File: config.mk
export PLATFORM = sky130hd
export DESIGN_NAME = seq_magnitude_comparator
export DESIGN_NICKNAME = d
export VERILOG_FILES = /design/src/rtl/seq_cmp_pkg.sv /design/src/rtl/digit_cmp4.sv /design/src/rtl/seq_magnitude_comparator.sv
export SDC_FILE = /design/constraint.sdc
export NUM_CORES = 1
export LEC_CHECK = 0
export CELL_PAD_IN_SITES_DETAIL_PLACEMENT = 1
export CELL_PAD_IN_SITES_GLOBAL_PLACEMENT = 1
export CORE_MARGIN = 4
export CORE_UTILIZATION = 41
export CTS_CLUSTER_DIAMETER = 30
export DETAILED_ROUTE_END_ITERATION = 16
export PLACE_DENSITY = 0.84
export SETUP_SLACK_MARGIN = 0.2
export SLEW_MARGIN = 15
export SYNTH_ARGS = -nofsm -noshare
export SYNTH_HDL_FRONTEND = slang
export SYNTH_SLANG_ARGS = --single-unit
File: constraint.sdc
create_clock -name clk -period 4.2 [get_ports clk]
set_clock_uncertainty 0.1 [all_clocks]
set_input_delay 0.84 -clock clk [delete_from_list [all_inputs] [get_ports clk]]
set_output_delay 0.84 -clock clk [all_outputs]
set_load 0.01 [all_outputs]
File: src/rtl/seq_cmp_pkg.sv
// Shared types and helpers for the sequential magnitude comparator.
package seq_cmp_pkg;

  typedef enum logic [1:0] {IDLE, SCAN, DONE} state_t;
  typedef enum logic [1:0] {V_EQ, V_GT, V_LT} verdict_t;

  // Index width that never collapses to zero bits for a single-digit build.
  function automatic int clog2_min1(input int n);
    return (n <= 2) ? 1 : $clog2(n);
  endfunction

endpackage

File: src/rtl/digit_cmp4.sv
// Combinational unsigned compare of one 4-bit digit pair.
module digit_cmp4
  import seq_cmp_pkg::*;
(
  input  logic [3:0] a_i,
  input  logic [3:0] b_i,
  output verdict_t   verdict_o
);

  always_comb begin
    verdict_o = V_EQ;
    if (a_i > b_i)      verdict_o = V_GT;
    else if (a_i < b_i) verdict_o = V_LT;
  end

endmodule

File: src/rtl/seq_magnitude_comparator.sv
// Digit-serial wide magnitude comparator with cascade inputs and start/done handshake.
// Optional macro SEQ_CMP_EARLY_EXIT_EN: finish on the first differing digit.
module seq_magnitude_comparator #(
  parameter int WIDTH = 16
) (
  input  logic             clk,
  input  logic             rst_n,
  input  logic             start,
  input  logic [WIDTH-1:0] a,
  input  logic [WIDTH-1:0] b,
  input  logic             eq_in,
  input  logic             gt_in,
  input  logic             lt_in,
  output logic             busy,
  output logic             done,
  output logic             eq_out,
  output logic             gt_out,
  output logic             lt_out
);
  import seq_cmp_pkg::*;

  localparam int             NDIG    = WIDTH / 4;
  localparam int             IW      = clog2_min1(NDIG);
  localparam logic [IW-1:0]  IDX_MAX = IW'(NDIG - 1);

  state_t           state_q, state_d;
  verdict_t         verdict_q, verdict_d;
  logic [IW-1:0]    idx_q, idx_d;
  logic [WIDTH-1:0] a_q, a_d, b_q, b_d;
  logic             gt_in_q, gt_in_d, lt_in_q, lt_in_d;
  logic             eq_out_q, eq_out_d, gt_out_q, gt_out_d, lt_out_q, lt_out_d;

  logic [3:0]       a_dig [NDIG];
  logic [3:0]       b_dig [NDIG];
  verdict_t         dig_v;
  verdict_t         verdict_scan;
  verdict_t         resolved;
  logic             finish;

  // Cascade equal carries no information beyond gt_in/lt_in both low.
  logic             unused_eq_in;
  assign unused_eq_in = eq_in;

  generate
    for (genvar gi = 0; gi < NDIG; gi++) begin : g_dig
      assign a_dig[gi] = a_q[gi*4 +: 4];
      assign b_dig[gi] = b_q[gi*4 +: 4];
    end
  endgenerate

  digit_cmp4 u_digit_cmp4 (
    .a_i       (a_dig[idx_q]),
    .b_i       (b_dig[idx_q]),
    .verdict_o (dig_v)
  );

  always_comb begin
    verdict_scan = (verdict_q == V_EQ) ? dig_v : verdict_q;
    resolved     = verdict_scan;
    if (verdict_scan == V_EQ) begin
      if (gt_in_q)      resolved = V_GT;
      else if (lt_in_q) resolved = V_LT;
    end
  end

  always_comb begin
    state_d   = state_q;
    verdict_d = verdict_q;
    idx_d     = idx_q;
    a_d       = a_q;
    b_d       = b_q;
    gt_in_d   = gt_in_q;
    lt_in_d   = lt_in_q;
    eq_out_d  = eq_out_q;
    gt_out_d  = gt_out_q;
    lt_out_d  = lt_out_q;
    finish    = 1'b0;

    case (state_q)
      IDLE, DONE: begin
        state_d = (state_q == DONE) ? IDLE : state_q;
        if (start) begin
          state_d   = SCAN;
          a_d       = a;
          b_d       = b;
          gt_in_d   = gt_in;
          lt_in_d   = lt_in;
          idx_d     = IDX_MAX;
          verdict_d = V_EQ;
        end
      end
      SCAN: begin
        verdict_d = verdict_scan;
        if (idx_q == '0) finish = 1'b1;
        else             idx_d  = idx_q - 1'b1;
`ifdef SEQ_CMP_EARLY_EXIT_EN
        if (verdict_q == V_EQ && dig_v != V_EQ) finish = 1'b1;
`endif
        // Results are registered on entry to DONE and held until the next one.
        if (finish) begin
          state_d  = DONE;
          eq_out_d = (resolved == V_EQ);
          gt_out_d = (resolved == V_GT);
          lt_out_d = (resolved == V_LT);
        end
      end
      default: state_d = IDLE;
    endcase
  end

  always_ff @(posedge clk or negedge rst_n) begin
    if (!rst_n) begin
      state_q   <= IDLE;
      verdict_q <= V_EQ;
      idx_q     <= IDX_MAX;
      a_q       <= '0;
      b_q       <= '0;
      gt_in_q   <= 1'b0;
      lt_in_q   <= 1'b0;
      eq_out_q  <= 1'b0;
      gt_out_q  <= 1'b0;
      lt_out_q  <= 1'b0;
    end else begin
      state_q   <= state_d;
      verdict_q <= verdict_d;
      idx_q     <= idx_d;
      a_q       <= a_d;
      b_q       <= b_d;
      gt_in_q   <= gt_in_d;
      lt_in_q   <= lt_in_d;
      eq_out_q  <= eq_out_d;
      gt_out_q  <= gt_out_d;
      lt_out_q  <= lt_out_d;
    end
  end

  assign busy   = (state_q == SCAN);
  assign done   = (state_q == DONE);
  assign eq_out = eq_out_q;
  assign gt_out = gt_out_q;
  assign lt_out = lt_out_q;

endmodule

==> results of run 1 <==
==> placed cells by master, fill, tap and decap left out, types with 2 or more instances in the layout <==
cell type and count:
nand2_1 106, dfrtp_1 41, clkdlybuf4s50_1 40, mux4_2 7, inv_1 6, clkbuf_8 6
ha_1 5, a21oi_1 4, nor2b_1 3, nor2_1 3, nand2b_1 2, nand3b_1 2
nor3_2 2, o41ai_2 2, nand3_1 2, dfstp_2 2, buf_4 2
==> worst max-delay path: cells and delay by family (launching register included) <==
family,cells,cell delay [ps]
flops,1,740
mux,1,560
simple gates,3,510
fa+ha+maj,1,350
compound gates,1,220
==> power by group through the flow <==
stage | logic, mW | clock network, mW | registers (mW)
6_report | 0.839 | 0.334 | 0.775
3_3_place_gp | 0.797 | 0 | 0.770
4_1_cts | 0.852 | 0.344 | 0.780
2_1_floorplan | 0.672 | 0 | 0.706
3_5_place_dp | 0.846 | 0 | 0.783
5_1_grt | 0.949 | 0.363 | 0.804
==> state kept, by name (all words and copies together) (netlist names) <==
signal	cells
idx_q	2
verdict_q	2
state_q	2
gt_in_q	1
a_q	16
eq_out	1
lt_out	1
gt_out	1
b_q	16
lt_in_q	1
==> metrics by stage <==
step | hold WS [ps] | power (mW) | cells | area, sq um
floorplan | 337.3 | 1.378 | 209 | 2028
global placement | 353.3 | 1.567 | 309 | 2471
detailed placement | 361.1 | 1.630 | 309 | 2471
CTS | 386.1 | 1.977 | 317 | 2589
global route | 410.2 | 2.117 | 317 | 2589
finish | 378.3 | 1.948 | 317 | 2589
==> layout make-up <==
type	instances	area, sq um
tap	67	83.83
sequential	43	1079
clock inverter	2	35.03
timing repair buffer	43	420.4
inverter	7	26.28
multi-input combinational	149	862.1
fill	572	2166
clock buffer	6	82.58
==> path summary, 6_finish.rpt <==
check                      slack, ps  depth (start not counted)      to
max in group asynchronous       2820                          1  b_q[2]
max                             1620                          6  eq_out
min in group asynchronous        580                          1  a_q[5]
max reg2reg                     1620                          6  eq_out
min reg2reg                      380                          2  lt_out
min                              380                          2  lt_out
==> logic make-up after synthesis <==
| kind of cell | Yosys count |
|---|---|
| simple gates | 125 |
| flops | 43 |
| buf+inv | 17 |
| compound gates | 11 |
| mux | 8 |
| fa+ha+maj | 5 |
==> synth_stat cells (2+ instances only) <==
cell / n
a21oi_1: 4
buf_2: 6
buf_4: 3
dfrtp_1: 41
dfstp_2: 2
ha_1: 5
inv_1: 6
mux4_2: 7
nand2_1: 106
nand2b_1: 2
nand3_1: 2
nand3b_1: 2
nor2_1: 3
nor2b_1: 4
nor3_2: 2
o41ai_2: 2
==> layer usage <==
layer / global-route usage [%] / part of all wire, % / vias to the layer above
li1: - / - / 754
met1: 19.89 / 43 / 768
met2: 29.37 / 52 / 29
met3: 3.440 / 3.5 / 5
met4: 6.294 / 1.6 / 0
met5: 0 / 0 / -
==> impl_metrics.yaml, run 1 <==
setup_path:
  end_kind: "flip-flop"
  cp_cell_sequence: "mux4_2 > ha_1 > nand4_1 > nor3_2 > nand2_1 > o41ai_2"
  critPathLaunchType: "flip-flop"
  cp_slowest_cell: "dfstp_2"
  cp-startpoint: "idx_q[0]"
  r2r-start: "idx_q[0]"
  required_ps: 4290
  cp.arrival_ps: 2680
  crit_fanout: 11
  slowest_delay_ps: 740
  criticalPathCategory: "flip-flop to flip-flop"
outcome:
  status: "finished, final reports clean"
timing:
  final_hold_viol_count: 0
  fin_crit_sh_pct: 61.53
  period_needed_ps: 2584
  slew_headroom_pct: 36.47
  tightest_slew_ps: 952.9
  finalSetupViolCount: 0
  maxSlewViolCount: 0
  max_freq_mhz: 386.9
  setup_ws_ps: 1616
  rsz0062_at_grt: "no"
  tns_ps: 0
clocking:
  postCtsHoldBufs: 0
  cts_buffers: 5
  clk_pin_slew_ps: 80
  cts_root_buf: "clkbuf_8"
  clock_latency_ps: 290
  cts.path.max_buffers: 2
  cts.repair.resized: 0
  cts_tree: "yes"
  htreeDepth: 2
  cts_setup_buffers: 0
  clock-sinks: 43
floorplan:
  core_area_sq_um: 4755
  die_area_sq_um: 6136
  core.rowCount: 25
  start_util_pct: 42.66
  die_w_microns: 78.34
  die_h_microns: 78.34
  boundaryPins: 43
placed_design:
  dp_slack_ps: 1596
  hpwlAfterDp_mm: 3.232
  port_buffers: 41
  gp_congestion: 0.7895
logic_synthesis:
  synth_fa_ha_area_share_pct: 3.085
  synth-compound-area-share_pct: 4.503
  synth-xor-area-share_pct: 0
  yosys.area_share.simple_pct: 25.72
  synth_area_leader_cell: "dfrtp_1"
  synth.area.mux_share_pct: 9.068
  synth_top_area_share_pct: 50.59
  synth_area_leaders: "dfrtp_1, nand2_1, mux4_2"
  syn_inst: 209
  yosysUniqueCellTypes: 28
  syn_avg_cell_area_sq_um: 9.704
  ys_seq_area_share_pct: 53.18
  synth_top_family_by_area: "simple AND/OR/NAND/NOR gates"
  netlist_area_sq_um: 2028
  synth_edf_count: 0
  synth_flop_cell: "dfrtp_1"
  synth_warnings: 0
  async_reset_ff_share_pct: 100.0
  ys_seq_elements: 43
  syn-num-nets: 252
power_and_ir_drop:
  powerDensity_nw_per_um2: 752.6
  p_clk_share_pct: 17.1
  combinationalPowerShare_pct: 43.1
  switchingPower_mw: 0.7337
  seqPwrFrac_pct: 39.8
  ir_worst_vdd_uv: 293.6
  p_int_mw: 1.215
  sw_frac_of_total_pct: 37.66
  leakage_nw: 1.266
route:
  post-route-drc-count: 0
  dr.pass1.iters: 4
  vias: 1556
  drtIter0Drc: 98
  detail_route.vias_per_cell: 4.909
  ant_nets: 0
  routedWlPerCell_microns: 14.32
  routed_wl_mm: 4.539
grt:
  grt_usage_pct: 16.63
  grt_first_pass_wirelength_mm: 7.845
  overflow: 0
  grt_start_max_net_pins: 44
  first_global_vias: 1674
  antenna_found_initial: 0
flow_run:
  max_cap_viol_count: 0
layout:
  drive_above_1_share_pct: 10.80
  nNetsFinal: 292
  final_util_pct: 54.45
  synthToLayoutAreaGrowth_pct: 27.64
  diodes: 0
min_path:
  hold_class: "flip-flop to flip-flop"
  holdCritStartpoint: "lt_out"
Power figures use the tool's default switching activity.
==> inputs of run 2 (changes only) <==
- CORE_UTILIZATION: 41 -> 34
- PLACE_DENSITY: 0.84 -> 0.74
- clock period: 4.2 -> 2.19 ns (I/O delays scaled with it)
==> run 2 against run 1 <==
The flow now finishes with violations (setup timing). Final area grew 6.8%. Combinational power grew to 2.6 times the previous value. Non-clock buffer count grew 12. Critical path type unchanged. Largest cell class unchanged.
==> impl_metrics.yaml, run 2 (synthesized netlist as in run 1, its figures left out) <==
outcome:
  status: "complete, but fails checks"
  violations: "setup timing"
clocking:
  cts_buffers: 5
  clock_latency_ps: 300
  clock-sinks: 43
  cts_tree: "yes"
  cts.path.max_buffers: 2
  clk_pin_slew_ps: 90
  cts_root_buf: "clkbuf_8"
  htreeDepth: 2
setup_path:
  cp_top_family: "flip-flops"
  cp.arrival_ps: 2450
  r2r-start: "idx_q[0]"
  cp_slowest_cell: "dfstp_2"
  end_kind: "flip-flop"
  crit_fanout: 3
  criticalPathCategory: "flip-flop to flip-flop"
  critPathCapture: "eq_out"
  critPathLaunchType: "flip-flop"
  path_depth: 7
  cp-startpoint: "idx_q[0]"
  reg2reg_to: "eq_out"
  cp_cell_sequence: "buf_6 > mux4_2 > ha_4 > nand4_1 > nor3_2 > nand2_1 > o41ai_2"
  crit_buf_inv: 1
  r2r_cells: 7
  rrSetupSlack_ps: -150
  required_ps: 2300
  slowest_delay_ps: 580
route:
  wl_met3_microns: 163
  post-route-drc-count: 0
  routedWlPerCell_microns: 14.80
  vias: 1588
  ant_nets: 0
  drtIter0Drc: 42
  drt-met1-wl_mm: 2.124
  detail_route.vias_per_cell: 4.754
  routed.top_layer: "met4"
  routed_wl_mm: 4.942
  dr.pass1.iters: 4
  met2WireLength_mm: 2.563
timing:
  maxSlewViolCount: 0
  period_needed_ps: 2341
  final_hold_viol_count: 0
  max_freq_mhz: 427.3
  fin_crit_sh_pct: 106.9
  setup_ws_ps: -150.5
  rsz0062_at_grt: "yes"
  slew_headroom_pct: 75.16
  finalSetupViolCount: 5
  tns_ps: -590.3
  tightest_slew_ps: 372.7
grt:
  first_global_vias: 1747
  grt_start_max_net_pins: 44
  grt_usage_pct: 14.92
  overflow: 0
  grt_first_pass_wirelength_mm: 8.507
  antenna_found_initial: 0
power_and_ir_drop:
  powerDensity_nw_per_um2: 1504
  leakage_nw: 1.364
  ir_worst_vdd_uv: 744.3
floorplan:
  core_area_sq_um: 5642
  boundaryPins: 43
  start_util_pct: 35.95
  die_w_microns: 85.24
  die_area_sq_um: 7265
  die_h_microns: 85.24
  core.rowCount: 27
placed_design:
  gp_congestion: 0.8326
  port_buffers: 41
  dp_cells: 322
  hpwlAfterDp_mm: 3.645
layout:
  final_common_cell: "nand2_1"
  nNetsFinal: 304
  drive_above_1_share_pct: 19.47
  diodes: 0
  instances_no_fill: 334
  final_cell_mix: "nand2_1, dfrtp_1, clkdlybuf4s50_1"
  reg_top3: "a_q (16), b_q (16)"
  synthToLayoutAreaGrowth_pct: 36.34
flow_run:
  max_cap_viol_count: 0
min_path:
  hold_class: "input port to asynchronous set/reset pin"
run 2: cell count changes in the layout (fill, tap and decap cells not counted), sizes merged:
cell / change
buf: +12
bufinv: -1
clkbuf: +2
clkdlybuf4s50: -2
clkinv: -1
dlymetal6s2s: +2
run 2: where the power goes:
group / internal [mW] / switching [mW] / total, mW
logic: 1.12 / 1.02 / 2.14
registers: 1.18 / 0.278 / 1.46
clock network: 0.288 / 0.274 / 0.562
run 2: worst min path at each step:
stage / from / endpoint / slack (ps) / depth (start not counted)
finish: rst_n / lt_out / 2 / 2
global route: rst_n / lt_out / 4 / 2
CTS: rst_n / lt_out / 10 / 2
detailed placement: rst_n / a_q[15] / 340 / 2
global placement: rst_n / a_q[1] / 330 / 2
floorplan: rst_n / a_q[0] / 40 / 0
run 2: metrics by stage:
stage	total power [mW]	hold slack (ps)	setup WS, ps	utilization, %	cell area (sq um)
3_3_place_gp	3.409	334.1	-171.8	46.29	2611
6_report	4.158	1.806	-150.5	49.01	2765
4_1_cts	4.194	12.51	-165.2	48.79	2753
5_1_grt	4.535	4.243	-328.5	49.01	2765
3_5_place_dp	3.542	336.6	-229.0	46.29	2611
2_1_floorplan	2.856	42.41	-77.16	-	2077
run 2: per-layer routing:
metal  track usage [%]  vias to the layer above
met2             25.56                       26
met3             3.204                        7
li1                  -                      781
met5                 0                        -
met1             18.18                      774
met4             6.043                        0
run 2: worst register-to-register path: stages (launching register included):
cell,delay [ps]
dfstp_2,580
buf_6,130
mux4_2,540
ha_4,290
nand4_1,140
nor3_2,200
nand2_1,90
o41ai_2,190
run 2: area by class of cell:
cell class / instances / area (sq um)
fillers: 647 / 2877
flip-flops and latches: 43 / 1080
multi-input cells: 149 / 924.6
repair buffers: 55 / 544.3
clock buffers: 8 / 100.1
well taps: 72 / 90.09
inverters: 7 / 26.28
run 2: repair_timing:
item,4_1_cts,5_1_grt
setup buffers,3,1
pin swaps,2,0
hold buffers,0,0
endpoints found under the setup margin,6,7
gates resized for setup,9,3
==> inputs of run 3 (changes only) <==
- CORE_MARGIN: 4 -> default
- CTS_CLUSTER_DIAMETER: 30 -> default
==> run 3 against run 2 <==
The flow still finishes with violations (setup timing). Clock-buffer cell count decreased by 1. Wire length decreased by 8.7%. Clock power increased by 6.4%. First-iteration DRC count increased by 110%. Non-clock buffer count decreased by 2. Largest cell class unchanged. Combinational power decreased by 2%. Critical path depth increased by 1. Setup slack got worse by 5.7 ps. Via count about the same. Global-route usage increased by 1.5 points. Die area decreased by 14%.
==> impl_metrics.yaml, run 3 (synthesized netlist as in run 1, its figures left out) <==
outcome:
  status: "complete, but fails checks"
  violations: "setup timing"
layout:
  final_cell_mix: "nand2_1, dfrtp_1, clkdlybuf4s50_1"
  reg_top3: "a_q (16), b_q (16)"
  final_common_cell: "nand2_1"
  nNetsFinal: 302
  diodes: 0
  drive_above_1_share_pct: 16.54
  synthToLayoutAreaGrowth_pct: 34.42
  instances_no_fill: 332
timing:
  tightest_slew_ps: 542.0
  rsz0062_at_grt: "yes"
  period_needed_ps: 2346
  finalSetupViolCount: 5
  max_freq_mhz: 426.2
  tns_ps: -573.9
  setup_ws_ps: -156.3
  maxSlewViolCount: 0
  fin_crit_sh_pct: 107.1
  slew_headroom_pct: 63.86
  final_hold_viol_count: 0
clocking:
  clock_latency_ps: 290
  cts_buffers: 5
  cts_tree: "yes"
  cts.path.max_buffers: 2
  clk_pin_slew_ps: 80
  clock-sinks: 43
  postCtsHoldBufs: 0
  htreeDepth: 2
  cts_root_buf: "clkbuf_8"
power_and_ir_drop:
  powerDensity_nw_per_um2: 1517
  ir_worst_vdd_uv: 611.4
  report.power.total_mw: 4.136
  leakage_nw: 1.328
route:
  vias: 1587
  routed_wl_mm: 4.513
  detail_route.vias_per_cell: 4.780
  routedWlPerCell_microns: 13.59
  dr.pass1.iters: 2
  ant_nets: 0
  post-route-drc-count: 0
  drtIter0Drc: 90
floorplan:
  die_h_microns: 79.24
  core.rowCount: 27
  boundaryPins: 43
  start_util_pct: 35.95
  die_w_microns: 79.24
  core_area_sq_um: 5642
  die_area_sq_um: 6278
setup_path:
  cp_top_family: "flip-flops"
  end_kind: "flip-flop"
  required_ps: 2270
  cp_slowest_cell: "dfstp_2"
  cp_cell_sequence: "buf_12 > mux4_1 > inv_2 > ha_4 > nand2b_1 > nor2b_4 > o22ai_1 > a32o_1"
  crit_buf_inv: 2
  crit_fanout: 9
  slowest_delay_ps: 560
  critPathLaunchType: "flip-flop"
  criticalPathCategory: "flip-flop to flip-flop"
  cp.arrival_ps: 2430
placed_design:
  dp_cells: 321
  port_buffers: 41
  hpwlAfterDp_mm: 3.304
  gp_congestion: 0.7902
grt:
  first_global_vias: 1692
  antenna_found_initial: 0
  overflow: 0
  grt_start_max_net_pins: 44
  grt_first_pass_wirelength_mm: 7.838
  grt_usage_pct: 16.43
min_path:
  hold_class: "input port to asynchronous set/reset pin"
flow_run:
  max_cap_viol_count: 0
## run 3: cell count changes in the layout (fill, tap and decap cells not counted), sizes merged
cell,before,now
buf,15,13
bufinv,0,1
clkbuf,8,7
clkdlybuf4s50,38,39
dlymetal6s2s,2,1
## run 3: timing repair
item / in CTS / in global routing
buffers inserted: 2 / 1
resized for setup: 3 / 1
pin swaps: 1 / 0
endpoints found under the setup margin: 6 / 6
gates cloned: 0 / 0
## run 3: per-layer routing
metal / share of wire, % / global-route usage (%) / vias up
li1: - / - / 775
met4: 0.93 / 6.000 / 0
met1: 45 / 19.93 / 786
met5: 0 / 0 / -
met2: 52 / 28.88 / 24
met3: 2.5 / 3.103 / 2
## run 3: metrics by stage
stage | setup WS, ps | util, % | hold WS, ps | cell area (sq um)
after floorplan | -77.16 | - | 42.41 | 2077
after global placement | -159.4 | 45.93 | 353.0 | 2591
after detailed placement | -215.6 | 45.93 | 358.8 | 2591
after CTS | -178.1 | 48.15 | 131.3 | 2716
after global routing | -282.5 | 48.33 | 168.4 | 2726
final | -156.3 | 48.33 | 114.2 | 2726
## run 3: power by group
part           internal [mW]  leakage (nW)  switching, mW  total (mW)
clock network          0.341        0.0524          0.257       0.598
registers               1.18         0.530          0.259        1.44
logic                   1.10         0.746          0.998        2.10
total                   2.62          1.33           1.51        4.14
## run 3: final timing paths
path | from | to | slack, ps | cells past startpoint
max | idx_q[0] | verdict_q[0] | -160 | 8
min | rst_n | a_q[5] | 110 | 2
max reg2reg | idx_q[0] | verdict_q[0] | -160 | 8
min reg2reg | a_q[12] | a_q[12] | 380 | 2
max in group asynchronous | rst_n | state_q[0] | 1480 | 2
min in group clk | a_q[12] | a_q[12] | 380 | 2
## run 3: final cells by class
cell class	count	area [sq um]
repair buffers	53	510.5
clock buffers	7	76.32
flip-flops and latches	43	1080
clock inverters	1	30.03
fillers	640	2915
inverters	7	26.28
well taps	72	90.09
multi-input cells	149	913.4
